$ cat config.mk
export PLATFORM = sky130hd
export DESIGN_NAME = piano_key_reader_flat
export DESIGN_NICKNAME = d
export VERILOG_FILES = /design/src/rtl/piano_key_reader_if.sv /design/src/rtl/piano_key_reader.sv /design/src/flat_wrapper.sv
export SDC_FILE = /design/constraint.sdc
export NUM_CORES = 1
export LEC_CHECK = 0
export ABC_AREA = 1
export BUFFER_PORTS_ARGS = -buffer_cell sky130_fd_sc_hd__buf_2
export CAP_MARGIN = 5
export CORE_ASPECT_RATIO = 0.9
export CORE_MARGIN = 2
export CORE_UTILIZATION = 55
export DETAILED_ROUTE_END_ITERATION = 16
export PLACE_DENSITY = 0.8
export REMOVE_ABC_BUFFERS = 1
export SLEW_MARGIN = 20
export SYNTH_ARGS = -nofsm -noshare
export SYNTH_HDL_FRONTEND = slang
export SYNTH_SLANG_ARGS = --single-unit
$ cat constraint.sdc
create_clock -name iCpuClock -period 2.4 [get_ports iCpuClock]
set_input_delay 0.24 -clock iCpuClock [delete_from_list [all_inputs] [get_ports iCpuClock]]
set_output_delay 0.24 -clock iCpuClock [all_outputs]
set_load 0.01 [all_outputs]
$ cat src/rtl/piano_key_reader_if.sv
// Piano key reader MMIO bundle: raw keys and read strobe in,
// read word, debounced levels and pending flag out.
interface piano_key_reader_if #(
    parameter int NUM_KEYS = 8
);
    logic [NUM_KEYS-1:0] iPianoKeys;
    logic                iDoPianoRead;
    logic [15:0]         oPianoReadData;
    logic [NUM_KEYS-1:0] oPianoKeyHeld;
    logic                oPianoEventPending;

    modport master (
        output iPianoKeys,
        output iDoPianoRead,
        input  oPianoReadData,
        input  oPianoKeyHeld,
        input  oPianoEventPending
    );

    modport slave (
        input  iPianoKeys,
        input  iDoPianoRead,
        output oPianoReadData,
        output oPianoKeyHeld,
        output oPianoEventPending
    );
endinterface

$ cat src/rtl/piano_key_reader.sv
// Piano key reader: sync + debounce per key, press/release events
// queued in a FIFO and popped by the memorio read strobe.
module piano_key_reader #(
    parameter int NUM_KEYS        = 8,
    parameter int DEBOUNCE_CYCLES = 20000,
    parameter int FIFO_DEPTH      = 8
) (
    input  logic              iCpuClock,
    input  logic              iCpuReset,
    piano_key_reader_if.slave bus
);
    localparam int CW = $clog2(DEBOUNCE_CYCLES + 1);
    localparam int AW = $clog2(FIFO_DEPTH);
    localparam logic [CW-1:0] DB_MAX = CW'(DEBOUNCE_CYCLES);
    localparam logic [AW:0] DEPTH = (AW + 1)'(FIFO_DEPTH);

    logic [NUM_KEYS-1:0] sync1, sync2, held, pend, dir;
    logic [CW-1:0]       cnt [NUM_KEYS];

    logic [7:0]    mem [FIFO_DEPTH];
    logic [AW-1:0] wr_ptr, rd_ptr;
    logic [AW:0]   count;
    logic          overflow;

    logic [NUM_KEYS-1:0] sel_mask;
    logic [4:0]          sel_idx;
    logic [7:0]          evt;
    logic push, pop, wr_en, drop, empty, full;

    // lowest pending key wins the single push slot this cycle
    assign sel_mask = pend & (~pend + 1'b1);

    always_comb begin
        sel_idx = '0;
        for (int k = NUM_KEYS - 1; k >= 0; k--) begin
            if (pend[k]) begin
                sel_idx = 5'(k);
            end
        end
    end

    assign evt   = {|(dir & sel_mask), 2'b00, sel_idx};
    assign empty = (count == '0);
    assign full  = (count == DEPTH);
    assign push  = |pend;
    assign pop   = bus.iDoPianoRead && !empty;
    assign wr_en = push && (!full || pop);
    assign drop  = push && full && !pop;

    always_ff @(posedge iCpuClock) begin
        if (iCpuReset) begin
            sync1    <= '0;
            sync2    <= '0;
            held     <= '0;
            pend     <= '0;
            dir      <= '0;
            wr_ptr   <= '0;
            rd_ptr   <= '0;
            count    <= '0;
            overflow <= 1'b0;
            for (int k = 0; k < NUM_KEYS; k++) begin
                cnt[k] <= '0;
            end
        end else begin
            sync1 <= bus.iPianoKeys;
            sync2 <= sync1;
            pend  <= pend & ~sel_mask;
            // a new level is accepted on the differing edge after the
            // counter has already seen DEBOUNCE_CYCLES of them
            for (int k = 0; k < NUM_KEYS; k++) begin
                if (sync2[k] != held[k]) begin
                    if (cnt[k] == DB_MAX) begin
                        held[k] <= sync2[k];
                        dir[k]  <= sync2[k];
                        pend[k] <= 1'b1;
                        cnt[k]  <= '0;
                    end else begin
                        cnt[k] <= cnt[k] + 1'b1;
                    end
                end else begin
                    cnt[k] <= '0;
                end
            end
            if (wr_en) begin
                wr_ptr <= wr_ptr + 1'b1;
            end
            if (pop) begin
                rd_ptr <= rd_ptr + 1'b1;
            end
            unique case ({wr_en, pop})
                2'b10:   count <= count + 1'b1;
                2'b01:   count <= count - 1'b1;
                default: count <= count;
            endcase
            if (drop) begin
                overflow <= 1'b1;
            end else if (bus.iDoPianoRead) begin
                overflow <= 1'b0;
            end
        end
    end

    always_ff @(posedge iCpuClock) begin
        if (!iCpuReset && wr_en) begin
            mem[wr_ptr] <= evt;
        end
    end

    assign bus.oPianoReadData     = {!empty, overflow, 6'(count),
                                     empty ? 8'h00 : mem[rd_ptr]};
    assign bus.oPianoKeyHeld      = held;
    assign bus.oPianoEventPending = !empty;
endmodule

$ cat src/flat_wrapper.sv
// flat-port wrapper written by rule: the top's interface ports become plain ports
module piano_key_reader_flat 
#(
    parameter int NUM_KEYS        = 8,
    parameter int DEBOUNCE_CYCLES = 20000,
    parameter int FIFO_DEPTH      = 8
)
  (iCpuClock, iCpuReset, bus_iPianoKeys, bus_iDoPianoRead, bus_oPianoReadData, bus_oPianoKeyHeld, bus_oPianoEventPending);
  piano_key_reader_if #(.NUM_KEYS(NUM_KEYS)) bus_i ();
  input  logic iCpuClock;
  input  logic iCpuReset;
  input wire logic [$bits(bus_i.iPianoKeys)-1:0] bus_iPianoKeys;
  input wire logic [$bits(bus_i.iDoPianoRead)-1:0] bus_iDoPianoRead;
  output wire logic [$bits(bus_i.oPianoReadData)-1:0] bus_oPianoReadData;
  output wire logic [$bits(bus_i.oPianoKeyHeld)-1:0] bus_oPianoKeyHeld;
  output wire logic [$bits(bus_i.oPianoEventPending)-1:0] bus_oPianoEventPending;
  assign bus_i.iPianoKeys = bus_iPianoKeys;
  assign bus_i.iDoPianoRead = bus_iDoPianoRead;
  assign bus_oPianoReadData = bus_i.oPianoReadData;
  assign bus_oPianoKeyHeld = bus_i.oPianoKeyHeld;
  assign bus_oPianoEventPending = bus_i.oPianoEventPending;
  piano_key_reader #(.NUM_KEYS(NUM_KEYS), .DEBOUNCE_CYCLES(DEBOUNCE_CYCLES), .FIFO_DEPTH(FIFO_DEPTH)) u_core (.iCpuClock(iCpuClock), .iCpuReset(iCpuReset), .bus(bus_i));
endmodule
==> impl_metrics.env <==
export IMPL_avgSynthCellArea_um2=8.69
export IMPL_start_util_pct=56.1
export IMPL_vias=7950
export IMPL_met1_length_mm=8.99
export IMPL_place_area_um2=11100
export IMPL_gp_congestion=0.913
export IMPL_postCtsSetupBuffers=0
export IMPL_die_h_um=134
export IMPL_clk_latency_ps=430
export IMPL_seq_area_um2=5490
export IMPL_numPortBuffers=29
export IMPL_finalCritPeriodShare_pct=92.6
export IMPL_grt_usage_pct=20.6
export IMPL_cp_data_required_time_ps=2470
export IMPL_synth_distinct_cells=40
export IMPL_maxSlewViolCount=0
export IMPL_cts_htree_levels=4
export IMPL_detail_route_vias_per_cell=4.96
export IMPL_multi_input_area_um2=4480
export IMPL_final_cell_count_no_fill=1604
export IMPL_finClkSkew_ps=6.49
export IMPL_wl_met2_mm=9.33
export IMPL_cp_data_arrival_time_ps=2290
export IMPL_firstDrtPassIters=5
export IMPL_critPathMaxFanout=5
export IMPL_p_per_area_nw_per_um2=662
export IMPL_syn_cell_area_um2=10300
export IMPL_grt_start_max_net_pins=22
export IMPL_max_cap_violations=0
export IMPL_critical_path_class="register to register"
export IMPL_die_w_um=148
export IMPL_overflow=0
export IMPL_synth_ff_latch_count=198
export IMPL_drc_errors=0
export IMPL_die_area_um2=19900
export IMPL_synth_edf_count=152
export IMPL_area_delta_synth_final_pct=13.3
export IMPL_num_rows=47
export IMPL_fmax_ghz=0.450
export IMPL_relSlewSlack_pct=47.1
export IMPL_ys_warn_count=0
export IMPL_synth_top_cells_by_count="inv_1 (184), nor2_1 (183), nand2_1 (178), edfxtp_1 (152), nand3_1 (73)"
export IMPL_synth_top_area_share_pct=44.2
export IMPL_drt_iter0_markers=527
export IMPL_finalSetupViolCount=0
export IMPL_cts_tree="built"
export IMPL_clockRootBuffer="clkbuf_16"
export IMPL_synth_area_top_cells="edfxtp_1 (44%), dfxtp_1 (8.9%), inv_1 (6.7%)"
export IMPL_max_vdd_ir_drop_mv=0.636
export IMPL_leakagePower_nw=4.87
export IMPL_drive_gt1_share_pct=7.36
export IMPL_wl_met3_um=884
export IMPL_hpwl_mm=14.5
export IMPL_crit_path_start_kind="register"
export IMPL_hold_viol_final=0
export IMPL_grt_pass1_wl_mm=33.2
export IMPL_top_layer="met4"
export IMPL_synth_area_leader_cell="edfxtp_1"
export IMPL_min_period_ps=2220
export IMPL_clockBufferDepth=2
export IMPL_nets=1376
export IMPL_rsz0062_at_grt="yes"
export IMPL_synth_main_ff_cell="edfxtp_1"
export IMPL_antenna_cells=0
export IMPL_hold_class="input port to register"
export IMPL_syn_instance_count=1189
export IMPL_status="complete, no violations"
export IMPL_r2r_slack_ps=180
export IMPL_clk_pin_slew_worst_paths_ps=70
export IMPL_dp_cells=1569
export IMPL_drt_antenna_violating_nets=0
export IMPL_ios=36
export IMPL_cts_buffers=17
export IMPL_yosysSeqAreaShare_pct=53.1
export IMPL_drt_wirelength_per_cell_um=12.2
export IMPL_nFillCells=1539
export IMPL_worst_pin_slew_ps=794
export IMPL_cts_sinks=198
export IMPL_synthArstFlopShare_pct=0
export IMPL_yosysMostFrequentCell="inv_1"
export IMPL_antenna_found_initial=0
export IMPL_postLayoutCellArea_um2=11700
export IMPL_routed_wl_mm=19.5
export IMPL_cp_end_kind="register"
export IMPL_core_area_um2=18400
export IMPL_grt_pass1_vias=7447
export IMPL_hold_ws_ps=19.9
what timing repair did:
item	4_1_cts	5_1_grt
endpoints found under the hold margin	3	0
resized for setup	0	1
setup endpoints to repair	0	12
hold buffers	3	0
power by group:
group,leakage (nW),switching [mW],total (mW),internal [mW]
Sequential,1.91,0.182,4.03,3.85
Combinational,2.71,0.753,1.17,0.416
Clock,0.250,1.23,2.55,1.32
Total,4.87,2.17,7.75,5.58
cell usage in the layout (no fill, tap or decap), types with 4 or more instances in the layout:
cell type	instances
ha_1	19
o21ai_0	52
or2_0	7
clkinv_2	5
nor3_2	5
nand4_1	31
nor2_2	7
o22ai_1	4
nor2_1	183
buf_2	29
inv_1	184
xnor2_1	8
nor3_1	49
or2_2	8
nor3b_1	9
nor4_1	12
edfxtp_1	152
nand2_1	178
conb_1	126
a21oi_1	62
nor2_4	4
nand3_2	5
a31oi_1	8
buf_4	6
nand3_1	73
clkbuf_16	17
dfxtp_1	46
xor2_1	36
nand2_2	4
kinds of logic after synthesis:
logic type | count (synthesis) | share of synthesized area (%)
DFF | 198 | 53.1
AOI/OAI and AO/OA | 138 | 7.14
xor gates and xnor gates | 44 | 3.73
buffers and inverters | 209 | 8.09
other | 2 | 0.0727
and+or+nand+nor | 579 | 25.6
adders and majority gates | 19 | 2.30
flip-flops by register name, indices dropped and copies added, names as in the netlist, named ones only:
signal	cells
u_core.wr_ptr	3
u_core.cnt	120
u_core.sync2	8
u_core.count	4
u_core.sync1	8
u_core.dir	7
u_core.overflow	1
u_core.bus.oPianoKeyHeld	1
u_core.rd_ptr	3
u_core.pend	8
u_core.mem	32
final timing paths:
check                                    end  cells after the start                         start
hold reg to reg   u_core.sync2[7]$_SDFF_PP0_                      2    u_core.sync1[7]$_SDFF_PP0_
hold / removal    u_core.sync1[3]$_SDFF_PP0_                      3             bus_iPianoKeys[3]
setup / recovery  u_core.mem[4][1]$_DFFE_PP_                      8  u_core.count[0]$_SDFFE_PP0P_
setup reg to reg  u_core.mem[4][1]$_DFFE_PP_                      8  u_core.count[0]$_SDFFE_PP0P_
layer usage:
metal  vias to the layer above  global-route usage, %
li1                       4147                      -
met1                      3601                   27.3
met2                       173                   34.2
met3                        29                   3.91
met4                         0                   7.20
met5                         -                      0
layout make-up:
cell class | count | area share, %
inverters | 185 | 5.93
repair buffers | 38 | 1.88
clock buffers | 20 | 3.73
clock inverters | 12 | 0.706
multi-input cells | 906 | 38.3
well taps | 245 | 2.62
flip-flops and latches | 198 | 46.9
worst max-delay path, stage by stage (launching register included):
cell,delay [ps]
dfxtp_1,420
nor2_1,130
nand4_1,90
inv_1,80
nor2_4,120
inv_1,130
nor2_1,280
inv_1,150
nor3_1,460
stage by stage:
step                utilization, %  power [mW]  worst slack (ps)  TNS [ps]
CTS                           63.6        7.82               151         0
finish                        63.6        7.75               178         0
detailed placement            60.6        5.25               173         0
global route                  63.6        8.14             -32.3      -313
floorplan                        -        4.88               678         0
global placement              60.6        5.21               217         0
Note: power is estimated with default switching activity, not from simulation.
